[src/rtl/dlis_branch_decider_pkg.sv]
`default_nettype none
// +----------------------------------------------------------------------------+
// | Module   : dlis_branch_decider_pkg                                         |
// | Purpose  : Shared sizes, literal/clause/formula types, FSM state type and  |
// |            the literal-to-counter index helper for the DLIS decider.       |
// | Revision : 1.0 - initial release                                           |
// +----------------------------------------------------------------------------+
package dlis_branch_decider_pkg;

  localparam int VAR_W       = 3;   // variable id width, var 0 reserved as padding
  localparam int MAX_LITS    = 5;
  localparam int MAX_CLAUSES = 10;
  localparam int NCL_W       = 4;
  localparam int LEN_W       = 3;
  localparam int NUM_VARS    = (1 << VAR_W) - 1;
  localparam int NUM_LITS    = 2 * NUM_VARS;
  localparam int LIDX_W      = $clog2(NUM_LITS);
  localparam int CNT_W       = $clog2(MAX_CLAUSES * MAX_LITS + 1);

  typedef struct packed {
    logic [VAR_W-1:0] vid;
    logic             pol;  // 1 = positive literal
  } lit_t;

  typedef struct packed {
    lit_t [MAX_LITS-1:0] lits;
    logic [LEN_W-1:0]    len;
  } clause_t;

  typedef struct packed {
    clause_t [MAX_CLAUSES-1:0] clauses;
    logic [NCL_W-1:0]          num_clauses;
  } formula_t;

  typedef logic [CNT_W-1:0] cnt_t;

  typedef enum logic [1:0] {
    ST_IDLE = 2'd0,
    ST_SCAN = 2'd1,
    ST_PICK = 2'd2,
    ST_DONE = 2'd3
  } state_t;

  localparam lit_t ZERO_LIT = '0;

  // Counter slot order is +1,-1,+2,-2,...: a lower slot index is exactly the
  // preferred literal on a tie, so the argmax only has to keep the first max.
  function automatic logic [LIDX_W-1:0] lit_index(input lit_t l);
    logic [VAR_W-1:0] v;
    v = l.vid - VAR_W'(1);
    return {v, ~l.pol};
  endfunction

endpackage
`default_nettype wire

[src/rtl/dlis_branch_decider_if.sv]
`default_nettype none
// +----------------------------------------------------------------------------+
// | Module   : dlis_branch_decider_if                                          |
// | Purpose  : Request/response bundle between solver control and the decider.|
// |   find       : decision request level (master -> slave)                    |
// |   in_formula : CNF formula to scan      (master -> slave)                  |
// |   ended      : decision valid           (slave -> master)                  |
// |   lit_out    : chosen literal           (slave -> master)                  |
// | Revision : 1.0 - initial release                                           |
// +----------------------------------------------------------------------------+
interface dlis_branch_decider_if;
  import dlis_branch_decider_pkg::*;

  logic     find;
  formula_t in_formula;
  logic     ended;
  lit_t     lit_out;

  modport master (output find, output in_formula, input ended, input lit_out);
  modport slave  (input find, input in_formula, output ended, output lit_out);

endinterface
`default_nettype wire

[src/rtl/dlis_branch_decider_argmax.sv]
`default_nettype none
// +----------------------------------------------------------------------------+
// | Module   : db_argmax                                                       |
// | Purpose  : Combinational max finder over the 14 literal counters.          |
// |            Ties go to the lowest variable, then positive before negative.  |
// |            All-zero counters yield the zero literal.                       |
// | Ports    : cnt (in, 14 counters), lit (out, chosen literal)                |
// | Revision : 1.0 - initial release                                           |
// +----------------------------------------------------------------------------+
module db_argmax
  import dlis_branch_decider_pkg::*;
(
  input  cnt_t [NUM_LITS-1:0] cnt,
  output lit_t                lit
);

  cnt_t              best;
  logic [LIDX_W-1:0] best_idx;

  always_comb begin
    best     = '0;
    best_idx = '0;
    // Strict compare keeps the first (most preferred) slot on equal counts.
    for (int i = 0; i < NUM_LITS; i++) begin
      if (cnt[i] > best) begin
        best     = cnt[i];
        best_idx = LIDX_W'(i);
      end
    end
    lit = ZERO_LIT;
    if (best != '0) begin
      lit.vid = best_idx[LIDX_W-1:1] + VAR_W'(1);
      lit.pol = ~best_idx[0];
    end
  end

endmodule
`default_nettype wire

[src/rtl/dlis_branch_decider.sv]
`default_nettype none
// +----------------------------------------------------------------------------+
// | Module   : dlis_branch_decider                                             |
// | Purpose  : DLIS branching heuristic. On a find request the formula is      |
// |            snapshotted, scanned one clause per cycle into per-literal      |
// |            counters, and the most frequent literal is returned.            |
// | Ports    : clk, rst (async, active-high)                                   |
// |            bus (slave): find, in_formula -> ended, lit_out                 |
// | Config   : DB_MOMS_EN - count only clauses of minimal counted length.      |
// | Revision : 1.0 - initial release                                           |
// +----------------------------------------------------------------------------+
module dlis_branch_decider
  import dlis_branch_decider_pkg::*;
(
  input  logic                  clk,
  input  logic                  rst,
  dlis_branch_decider_if.slave  bus
);

  state_t               state_q, state_d;
  formula_t             formula_q, formula_d;
  logic [NCL_W-1:0]     idx_q, idx_d;
  cnt_t [NUM_LITS-1:0]  cnt_q, cnt_d;
  logic                 ended_q, ended_d;
  lit_t                 lit_out_q, lit_out_d;
`ifdef DB_MOMS_EN
  logic [LEN_W-1:0]     min_len_q, min_len_d;
`endif

  logic [NCL_W-1:0]     ncl;
  clause_t              cur;
  logic [LEN_W-1:0]     len_eff;
  logic [MAX_LITS-1:0]  slot_ok;
  logic [LEN_W-1:0]     nlen;
  lit_t                 best_lit;

  db_argmax u_argmax (
    .cnt (cnt_q),
    .lit (best_lit)
  );

  // Decode of the clause under the scan pointer.
  always_comb begin
    ncl     = (formula_q.num_clauses > NCL_W'(MAX_CLAUSES)) ? NCL_W'(MAX_CLAUSES)
                                                             : formula_q.num_clauses;
    cur     = formula_q.clauses[idx_q];
    len_eff = (cur.len > LEN_W'(MAX_LITS)) ? LEN_W'(MAX_LITS) : cur.len;
    nlen    = '0;
    for (int j = 0; j < MAX_LITS; j++) begin
      // Slots past len or holding var 0 are padding.
      slot_ok[j] = (LEN_W'(j) < len_eff) && (cur.lits[j].vid != '0);
      nlen       = nlen + LEN_W'(slot_ok[j]);
    end
  end

  always_comb begin
    state_d   = state_q;
    formula_d = formula_q;
    idx_d     = idx_q;
    cnt_d     = cnt_q;
    ended_d   = ended_q;
    lit_out_d = lit_out_q;
`ifdef DB_MOMS_EN
    min_len_d = min_len_q;
`endif

    case (state_q)
      ST_IDLE: begin
        ended_d = 1'b0;
        if (bus.find) begin
          formula_d = bus.in_formula;
          cnt_d     = '0;
          idx_d     = '0;
`ifdef DB_MOMS_EN
          min_len_d = '1;
`endif
          state_d   = ST_SCAN;
        end
      end

      ST_SCAN: begin
        if (idx_q == ncl) begin
          state_d = ST_PICK;
        end else begin
          idx_d = idx_q + NCL_W'(1);
`ifdef DB_MOMS_EN
          // A strictly shorter clause restarts the tally; longer or empty
          // clauses are skipped entirely.
          if (nlen != '0 && nlen < min_len_q) begin
            cnt_d     = '0;
            min_len_d = nlen;
            for (int j = 0; j < MAX_LITS; j++)
              if (slot_ok[j])
                cnt_d[lit_index(cur.lits[j])] = cnt_d[lit_index(cur.lits[j])] + CNT_W'(1);
          end else if (nlen == min_len_q) begin
            for (int j = 0; j < MAX_LITS; j++)
              if (slot_ok[j])
                cnt_d[lit_index(cur.lits[j])] = cnt_d[lit_index(cur.lits[j])] + CNT_W'(1);
          end
`else
          for (int j = 0; j < MAX_LITS; j++)
            if (slot_ok[j])
              cnt_d[lit_index(cur.lits[j])] = cnt_d[lit_index(cur.lits[j])] + CNT_W'(1);
`endif
        end
      end

      ST_PICK: begin
        lit_out_d = best_lit;
        ended_d   = 1'b1;
        state_d   = ST_DONE;
      end

      ST_DONE: begin
        if (!bus.find) begin
          ended_d = 1'b0;
          state_d = ST_IDLE;
        end
      end

      default: begin
        ended_d = 1'b0;
        state_d = ST_IDLE;
      end
    endcase
  end

  always_ff @(posedge clk or posedge rst) begin
    if (rst) begin
      state_q   <= ST_IDLE;
      formula_q <= '0;
      idx_q     <= '0;
      cnt_q     <= '0;
      ended_q   <= 1'b0;
      lit_out_q <= ZERO_LIT;
`ifdef DB_MOMS_EN
      min_len_q <= '1;
`endif
    end else begin
      state_q   <= state_d;
      formula_q <= formula_d;
      idx_q     <= idx_d;
      cnt_q     <= cnt_d;
      ended_q   <= ended_d;
      lit_out_q <= lit_out_d;
`ifdef DB_MOMS_EN
      min_len_q <= min_len_d;
`endif
    end
  end

  assign bus.ended   = ended_q;
  assign bus.lit_out = lit_out_q;

endmodule
`default_nettype wire

[src/flat_wrapper.sv]
// flat-port wrapper written by rule: the top's interface ports become plain ports
module dlis_branch_decider_flat import dlis_branch_decider_pkg::*;
  (clk, rst, bus_find, bus_in_formula, bus_ended, bus_lit_out);
  dlis_branch_decider_if bus_i ();
  input  logic clk;
  input  logic rst;
  input wire logic [$bits(bus_i.find)-1:0] bus_find;
  input wire logic [$bits(bus_i.in_formula)-1:0] bus_in_formula;
  output wire logic [$bits(bus_i.ended)-1:0] bus_ended;
  output wire logic [$bits(bus_i.lit_out)-1:0] bus_lit_out;
  assign bus_i.find = bus_find;
  assign bus_i.in_formula = bus_in_formula;
  assign bus_ended = bus_i.ended;
  assign bus_lit_out = bus_i.lit_out;
  dlis_branch_decider u_core (.clk(clk), .rst(rst), .bus(bus_i));
endmodule
[config.mk]
export PLATFORM = sky130hd
export DESIGN_NAME = dlis_branch_decider_flat
export DESIGN_NICKNAME = d
export VERILOG_FILES = /design/src/rtl/dlis_branch_decider_pkg.sv /design/src/rtl/dlis_branch_decider_if.sv /design/src/rtl/dlis_branch_decider_argmax.sv /design/src/rtl/dlis_branch_decider.sv /design/src/flat_wrapper.sv
export SDC_FILE = /design/constraint.sdc
export NUM_CORES = 1
export LEC_CHECK = 0
export BUFFER_PORTS_ARGS = -buffer_cell sky130_fd_sc_hd__buf_2
export CORE_ASPECT_RATIO = 1.5
export CORE_MARGIN = 2
export CORE_UTILIZATION = 31
export CTS_CLUSTER_DIAMETER = 30
export DETAILED_ROUTE_END_ITERATION = 8
export GPL_ROUTABILITY_DRIVEN = 0
export PLACE_DENSITY = 0.47
export SLEW_MARGIN = 15
export SYNTH_ARGS = -nofsm -noshare
export SYNTH_HDL_FRONTEND = slang
export SYNTH_SLANG_ARGS = --single-unit
[constraint.sdc]
create_clock -name clk -period 23.8 [get_ports clk]
set_input_delay 3.57 -clock clk [delete_from_list [all_inputs] [get_ports clk]]
set_output_delay 3.57 -clock clk [all_outputs]
set_load 0.005 [all_outputs]
---- Word level (Yosys, flattened, before mapping) ----
Cells that the tools add are included.
operators by class
  $lt $le $gt $ge ......................... 32
  mux-type cells .......................... 82
  bitwise gates (word level) .............. 6
  eq/ne operators ......................... 8
  add/subtract/negate cells ............... 12
  reduce and logical (&&, ||, !) cells .... 23
operator list
  cell                                                         count
  two-way mux 84 bit                                           15
  bitwise mux 84 bit                                           5
  case mux 84 bit (2 select lines)                             1
  two-way mux 6 bit                                            24
  binary-select mux 6 bit (select 4 bit)                       5
  demux 6 bit (select 4 bit)                                   5
  binary-select mux 23 bit (select 4 bit)                      1
  > comparator 6 bit                                           13
  two-way mux 4 bit                                            16
  adder 6 x 1 -> 6 bit (second input constant)                 5
  less-than comparator 4 x 5 -> 1 bit (second input constant)  6
  two-way mux 23 bit                                           1
  >= comparator 4 x 1 -> 1 bit (second input constant)         5
  nonzero test 3 bit                                           6
  subtractor 3 x 1 -> 3 bit (second input constant)            5
  logical AND 1 bit                                            10
  case mux 2 bit (4 select lines)                              1
  case mux 4 bit (2 select lines)                              1
  > comparator 6 x 1 -> 1 bit (second input constant)          1
  less-than comparator 1 x 3 -> 1 bit (first input constant)   2
  less-than comparator 2 x 3 -> 1 bit (first input constant)   2
  two-way mux 2 bit                                            3
  inequality test 2 bit (second input constant)                3
  NOT 1 bit                                                    6
  other kinds (17)                                             21
word-level totals
  register bits after elaboration ......... 329
  word-level logic and storage cells ...... 293

---- Depth between registers and ports, before layout ----
Gate-level depths: netlist (run 1).
  depth in word-level cells ............... 39
  gate-level depth with buffers ........... 130
  gate-level depth less buffers ........... 129

---- Modules after synthesis ----
From an unflattened synthesis (run 1), not the netlist that was laid out.
unflattened totals
  cell total of the unflattened synthesis .. 3690
  area total of the unflattened synthesis .. 31221.2 µm²
modules (own cells, without submodules)
  module               sequential area each (µm²)  cells an instance  instances  area each (µm²)
  dlis_branch_decider  8232.9                      3098               1          27044.7
  db_argmax            0.0                         592                1          4176.5

---- Worst setup path after synthesis (run 1) ----
Ideal clock, no wire load.
  path kind ............................... reg-to-reg
  from .................................... register u_core.cnt_q[11] in the netlist's numbering
  to ...................................... register u_core.lit_out_q, in the netlist u_core.bus.lit_out[3]
  clock period less this slack ............ 24491 ps
  stages on the path, launching flop included .. 121
  library setup time ...................... 145 ps
  arrival time ............................ 24346 ps
  required time ........................... 23655 ps
  path slack .............................. -691 ps
  cells stage by stage .................... dfrtp_1 > ha_1 > nand4_1 > o21bai_1 > a31oi_1 > a21oi_1 > ha_1 > nand3_1 > or2_2 > o21ai_1 > nor2_1 > a21oi_1 > inv_1 > ha_1 > a21o_1 > o21a_1 > a211o_1 > a21oi_1 > [85 not listed] > nor3_1 > a221oi_2 > a21o_1 > o21ai_0 > ha_1 > nor2b_1 > o21a_1 > o21ai_0 > nand2b_1 > a21oi_1 > nor2b_1 > o22ai_1 > inv_1 > or3_1 > ha_1 > nand2b_1 > nor4_1 > a2111oi_1
on the way
  cells in the longest elaborated chain, start to end .. 28
RTL lines
  what                                                        line                                                                text
  start, declared                                             dlis_branch_decider.sv:23                                           cnt_t [NUM_LITS-1:0] cnt_q, cnt_d;
  start signal, assigned                                      dlis_branch_decider.sv:143                                          cnt_q <= cnt_d;
  > comparator 6 bit                                          dlis_branch_decider_argmax.sv:25                                    if (cnt[i] > best) begin
  two-way mux 6 bit (*)                                       dlis_branch_decider_argmax.sv:25
  > comparator 6 bit                                          dlis_branch_decider_argmax.sv:25
  two-way mux 6 bit                                           dlis_branch_decider_argmax.sv:25
  > comparator 6 bit                                          dlis_branch_decider_argmax.sv:25
  two-way mux 6 bit                                           dlis_branch_decider_argmax.sv:25
  > comparator 6 bit                                          dlis_branch_decider_argmax.sv:25
  two-way mux 6 bit                                           dlis_branch_decider_argmax.sv:25
  [12 not listed]                                             -
  > comparator 6 bit                                          dlis_branch_decider_argmax.sv:25
  two-way mux 6 bit                                           dlis_branch_decider_argmax.sv:25
  > comparator 6 bit                                          dlis_branch_decider_argmax.sv:25
  two-way mux 6 bit                                           dlis_branch_decider_argmax.sv:25
  > comparator 6 bit                                          dlis_branch_decider_argmax.sv:25
  two-way mux 4 bit or two-way mux 6 bit (tied branches)      dlis_branch_decider_argmax.sv:25
  adder 3 x 1 -> 3 bit or nonzero test 6 bit (tied branches)  dlis_branch_decider_argmax.sv:32, dlis_branch_decider_argmax.sv:31
  two-way mux 4 bit (*)                                       dlis_branch_decider_argmax.sv:31                                    if (best != '0) begin
  end signal, assigned                                        dlis_branch_decider.sv:145                                          lit_out_q <= lit_out_d;
  end, declared                                               dlis_branch_decider.sv:25                                           lit_t lit_out_q, lit_out_d;
Mark *: on every way between the ends. The rest lies on a longest branch, timed or not.
A chain may end at the register's enable or synchronous reset.

---- Final worst setup path (run 1) ----
  from .................................... register u_core.cnt_q[5] in the netlist's numbering
  to ...................................... register u_core.lit_out_q, in the netlist u_core.bus.lit_out[3]
on the way
  cells in the longest elaborated chain, start to end .. 30
RTL lines
  what                                                        line
  > comparator 6 x 1 -> 1 bit                                 dlis_branch_decider_argmax.sv:25
  two-way mux 6 bit (*)                                       dlis_branch_decider_argmax.sv:25
  > comparator 6 bit                                          dlis_branch_decider_argmax.sv:25
  two-way mux 6 bit (*)                                       dlis_branch_decider_argmax.sv:25
  > comparator 6 bit                                          dlis_branch_decider_argmax.sv:25
  two-way mux 6 bit                                           dlis_branch_decider_argmax.sv:25
  > comparator 6 bit                                          dlis_branch_decider_argmax.sv:25
  two-way mux 6 bit                                           dlis_branch_decider_argmax.sv:25
  [14 not listed]                                             -
  > comparator 6 bit                                          dlis_branch_decider_argmax.sv:25
  two-way mux 6 bit                                           dlis_branch_decider_argmax.sv:25
  > comparator 6 bit                                          dlis_branch_decider_argmax.sv:25
  two-way mux 6 bit                                           dlis_branch_decider_argmax.sv:25
  > comparator 6 bit                                          dlis_branch_decider_argmax.sv:25
  two-way mux 4 bit or two-way mux 6 bit (tied branches)      dlis_branch_decider_argmax.sv:25
  adder 3 x 1 -> 3 bit or nonzero test 6 bit (tied branches)  dlis_branch_decider_argmax.sv:32, dlis_branch_decider_argmax.sv:31
  two-way mux 4 bit (*)                                       dlis_branch_decider_argmax.sv:31
Marked as above.

==> results.cfg, run 1 <==
[status]
run_status = finished clean

[critical_path]
critPathKind = register to register
crit_path_start_kind = register
crit_arrival_ns = 22.96
cp_num_buf_inv = 15
r2r_slack_ns = 1.32
critPathMaxFanout = 6
worst_setup_path_end_kind = register
crit_slowest_cell = or4_4
cp_slowest_stage_delay_ns = 0.52
path_delay_family = compound AO/OA/AOI/OAI gates
crit_top_cell = inv_1
worstPathRequired_ns = 24.28

[synthesis]
synth.cell_area_mm2 = 0.0284
ys_top_cells_by_area = dfrtp_1 (29%), mux2_2 (11%), mux2i_1 (7.6%), mux4_2 (6.3%), nand2_1 (4.3%)
netlist_top_cells_count = dfrtp_1 (329), nand2_1 (325), nor2_1 (322), mux2_2 (280), a21oi_1 (240)
netlist_instances = 3184
ys_seq_area_share_pct = 29.0
synth_cell_type_count = 116
synth.avg_cell_area_um2 = 8.92
ys.flop_type = dfrtp_1
syn_nets = 3502
synthArstFlopShare_pct = 100
synth_largest_area_cell = dfrtp_1
synth_top_area_share_pct = 29.0
yosys_warnings = 0
synth_edf_count = 0
ys_seq_elements = 329
synth_most_common_cell = dfrtp_1

[sta]
skew_ns = 0.0527
tightest_slew_ns = 1.24
drv_slew = 0
period_share_pct = 94.5
relSlewSlack_pct = 14.7
setup_ws_ns = 1.32
setup_viol = 0
max_freq_mhz = 44.5
final.min_clock_period_ns = 22.48
hold_viol = 0

[cells_and_area]
drive_gt1_share_pct = 29.1
fin_cells = 4658
area_delta_synth_final_pct = 19.8
num-nets-final = 3758

[cts]
clk_path_buf_depth = 3
cts_num_sinks = 329
cts_tree = yes
h-tree-depth = 2
root_buffer = clkbuf_16
clk_pin_slew_ns = 0.05
cts-hold-fix-buffers = 0
cts_buffers = 56
clk_latency_ns = 0.68

[die]
dieArea_mm2 = 0.0941
core_area_mm2 = 0.0905
initial_core_util_pct = 31.4
die_w_um = 251
ios = 242
rows = 135
fp.dieH_um = 375

[global_routing]
antenna_found_initial = 25
grt_pass1_vias = 28016
grt.overflow.total = 0
track_usage_pct = 28.5
grt_max_degree = 164
grt_pass1_wl_um = 196000

[routing]
vias_per_cell = 6.03
wire_per_inst_um = 29.3
drtIter0Drc = 2621
drt.antenna.violating_nets = 0
dr.pass1.iters = 9
drc = 0
routed-via-count = 28086
wl_um = 137000

[hold_path]
hp-class = register to register

[placed_design]
io_buffers = 241
dpl.hpwl_um = 103000
placed_cells = 4523
post-place-ws_ns = -0.525

[flow_run]
max-cap-violations = 0
## layout by cell type (no fill, tap or decap), types with 79 or more instances in the layout
cell     Yosys  layout
mux4_2      79      79
inv_1      106     105
buf_4        4     155
dfrtp_1    329     325
nand2_1    325     322
a21oi_1    240     228
nor2_1     322     317
o21ai_0    163     148
mux2_2     280     280
buf_2       11     241
mux2i_1    215     212
## flip-flops by register name, summed over array words and instances (netlist names)
name                flops
u_core.cnt_q           84
u_core.idx_q            4
u_core.bus.lit_out      4
u_core.bus.ended        1
u_core.formula_q      234
u_core.state_q          2
## kinds of logic after synthesis
family                   Yosys count  synth area share [%]
AO/OA/AOI/OAI                    918                  21.7
flip-flops                       329                  29.0
buffers and inverters            315                  4.54
adder cells (fa/ha/maj)           84                  3.68
AND/OR/NAND/NOR                  910                  14.1
XOR/XNOR                          48                  1.71
multiplexers                     580                  25.3
## cell type report
cell class	instances	area, um^2
Sequential cell	329	8240
Tap cell	1164	1460
Timing Repair Buffer	400	2420
Antenna cell	7	17.5
Inverter	113	432
Fill cell	9436	56500
Multi-Input combinational cell	2540	19500
Clock buffer	70	1520
Clock inverter	35	457
## worst register-to-register path, delay by kind of cell (launching register included)
family | cells | cell delay, ns
compound gates | 51 | 9.17
fa+ha+maj | 15 | 3.94
buf+inv | 15 | 1.49
flops | 1 | 0.33
mux | 5 | 1.44
simple gates | 38 | 5.92
## per-stage QoR
step / util [%] / hold slack, ns / TNS [ns] / instance area, um^2
3_5_place_dp: 34.7 / 0.488 / -0.936 / 31400
3_3_place_gp: 34.7 / 0.482 / -0.0863 / 31400
5_1_grt: 37.6 / 0.511 / -0.226 / 34000
4_1_cts: 37.0 / 0.500 / 0 / 33500
6_report: 37.6 / 0.496 / 0 / 34000
2_1_floorplan: - / 0.474 / 0 / 28400
## repair_timing
item,CTS,global route
resized for setup,10,78
buffers inserted,2,19
setup endpoints to repair,3,4
pin swaps,1,35
## per-layer routing
metal | wire length (um) | vias up | track usage (%)
li1 | - | 12459 | -
met1 | 47600 | 13443 | 29.8
met2 | 63300 | 1499 | 46.6
met3 | 11000 | 647 | 8.31
met4 | 14500 | 38 | 24.7
met5 | 266 | - | 0
## final timing paths
check / endpoint / from / cells past startpoint
worst min-delay path: u_core.formula_q[82]$_DFFE_PP0P_ / u_core.formula_q[82]$_DFFE_PP0P_ / 1
worst min register to register: u_core.formula_q[82]$_DFFE_PP0P_ / u_core.formula_q[82]$_DFFE_PP0P_ / 1
max in group asynchronous: u_core.bus.ended$_DFFE_PP0P_ / rst / 5
worst max-delay path: u_core.bus.lit_out[3]$_DFFE_PP0P_ / u_core.cnt_q[5]$_DFFE_PP0P_ / 124
min in group asynchronous: u_core.formula_q[200]$_DFFE_PP0P_ / rst / 2
worst max register to register: u_core.bus.lit_out[3]$_DFFE_PP0P_ / u_core.cnt_q[5]$_DFFE_PP0P_ / 124
Power of run 1 is left out: the tool's default activity adds up to more than one toggle a clock period on the data nets, which glitch-free logic cannot reach.
==> run 2: changes to the inputs <==
--- a/config.mk
+++ b/config.mk
@@ -12,7 +12,7 @@
 export CTS_CLUSTER_DIAMETER = 30
 export DETAILED_ROUTE_END_ITERATION = 8
 export GPL_ROUTABILITY_DRIVEN = 0
-export PLACE_DENSITY = 0.47
+export PLACE_DENSITY = 0.45
 export SLEW_MARGIN = 15
 export SYNTH_ARGS = -nofsm -noshare
 export SYNTH_HDL_FRONTEND = slang
==> constraint.sdc (replaced) <==
create_clock -name clk -period 21.7 [get_ports clk]
set_input_delay 3.255 -clock clk [delete_from_list [all_inputs] [get_ports clk]]
set_output_delay 3.255 -clock clk [all_outputs]
set_load 0.005 [all_outputs]
==> run 2 against run 1 <==
Die area unchanged. Non-clock buffer count grew 121. Hold slack hardly changed. Critical path depth grew 3. Global-route usage rose by 0.56 points. Register-to-register slack worse by 1.3 ns. Fmax grew 3.7%. Final area grew 5.4%. Routed wire length up 2.1%. Utilization increased by 2.0 points. Clock skew decreased by 0.016 ns. Clock-buffer cell count increased by 9.
==> results.cfg, run 2 (synthesized netlist as in run 1, its figures left out) <==
[status]
run_status = finished clean

[placed_design]
dpl.hpwl_um = 106000
io_buffers = 241
placed_area_mm2 = 0.0322

[cts]
cts_num_sinks = 329
h-tree-depth = 3
clk_path_buf_depth = 3
root_buffer = clkbuf_16
cts_buffers = 66
clk_pin_slew_ns = 0.05
clk_latency_ns = 0.65
cts_tree = yes

[routing]
vias_per_cell = 5.94
drt.antenna.violating_nets = 0
drc = 0
routed-via-count = 28525
wire_per_inst_um = 29.0
dr.pass1.iters = 6
wl_um = 139000
drtIter0Drc = 2728

[global_routing]
grt_use_met2_pct = 48.3
grt_pass1_vias = 28886
grt.busiest_layer = met2
grt_max_degree = 91
grt_pass1_wl_um = 199000
gr-usage-met1_pct = 29.9
antenna_found_initial = 24
globalRouteMet3Util_pct = 7.86
track_usage_pct = 29.0
grt.overflow.total = 0

[critical_path]
critPathMaxFanout = 8
critPathKind = register to register
crit_top_cell = buf_6
worstPathRequired_ns = 22.20
crit_arrival_ns = 22.17
crit_slowest_cell = or4_4
cp_slowest_stage_delay_ns = 0.51
crit_path_start_kind = register
rr_worst_depth = 127
r2r_slack_ns = 0.03
worst_setup_path_end_kind = register

[cells_and_area]
area_delta_synth_final_pct = 26.3
fin_util_pct = 39.6
largest_reg_flops = 234
top_register = u_core.formula_q
reg_top3 = u_core.formula_q x234, u_core.cnt_q x84
fin_area_mm2 = 0.0358
layout_commonest_cell = dfrtp_1
num-nets-final = 3890
drive_gt1_share_pct = 34.0
layout_common_cells = dfrtp_1 (325), nand2_1 (315), nor2_1 (311)

[hold_path]
hp-class = register to register
min_path_cells = 1

[sta]
period_share_pct = 99.9
max_freq_mhz = 46.1
tightest_slew_ns = 1.35
rsz0062_at_grt = yes
relSlewSlack_pct = 9.51
skew_ns = 0.0364
hold_viol = 0
drv_slew = 0
setup_viol = 0
final.min_clock_period_ns = 21.67

[die]
dieArea_mm2 = 0.0941
ios = 242
rows = 135
core_area_mm2 = 0.0905
fp.dieH_um = 375
die_w_um = 251
initial_core_util_pct = 31.4

[flow_run]
max-cap-violations = 0
-- run 2: cell count changes in the layout (fill, tap and decap cells not counted), sizes merged --
cell and delta:
clkbuf +8, diode +8, buf +122, clkinv +6, inv -2, bufinv +3
nor2 +1
-- run 2: per-layer routing --
metal,up-vias,wire [um]
li1,12727,-
met1,13655,48100
met2,1509,65500
met3,610,10800
met4,24,14800
met5,-,165
-- run 2: final cells by class --
cell class | count | area, um^2
Multi-Input combinational cell | 2541 | 19900
Sequential cell | 329 | 8240
Tap cell | 1164 | 1460
Inverter | 113 | 432
Antenna cell | 15 | 37.5
Fill cell | 9319 | 54700
Timing Repair Buffer | 521 | 3360
Clock inverter | 42 | 587
Clock buffer | 79 | 1820
-- run 2: critical path: cells and delay by family (launching register included) --
family | cells | cell delay, ns
muxes | 7 | 1.90
and+or+nand+nor | 28 | 3.84
buffers and inverters | 26 | 2.78
DFF | 1 | 0.41
adders and majority gates | 14 | 3.50
AOI/OAI and AO/OA | 52 | 9.12
-- run 2: per-stage QoR --
step                instances  TNS (ns)  setup WS [ns]  hold slack (ns)
floorplan                3184         0        0.00539            0.474
global placement         4602   -0.0844        -0.0844            0.483
detailed placement       4602    -0.608         -0.410            0.487
CTS                      4739         0         0.0145            0.499
global route             4791     -4.27          -1.18            0.506
finish                   4804         0         0.0269            0.496
-- run 2: timing repair --
item | in CTS | in global routing
cloned | 0 | 1
pin swaps | 20 | 88
setup buffers | 16 | 48
resized for setup | 19 | 117
setup endpoints to repair | 3 | 4
hold buffers | 0 | 0
-- run 2: final timing paths --
kind / startpoint / to
max in group asynchronous: rst / u_core.idx_q[1]$_DFFE_PP0P_
worst max-delay path: u_core.cnt_q[11]$_DFFE_PP0P_ / u_core.bus.lit_out[0]$_DFFE_PP0P_
worst min-delay path: u_core.formula_q[63]$_DFFE_PP0P_ / u_core.formula_q[63]$_DFFE_PP0P_
worst max register to register: u_core.cnt_q[11]$_DFFE_PP0P_ / u_core.bus.lit_out[0]$_DFFE_PP0P_
worst min register to register: u_core.formula_q[63]$_DFFE_PP0P_ / u_core.formula_q[63]$_DFFE_PP0P_
min in group asynchronous: rst / u_core.cnt_q[6]$_DFFE_PP0P_
Power of run 2 is left out for the same reason.
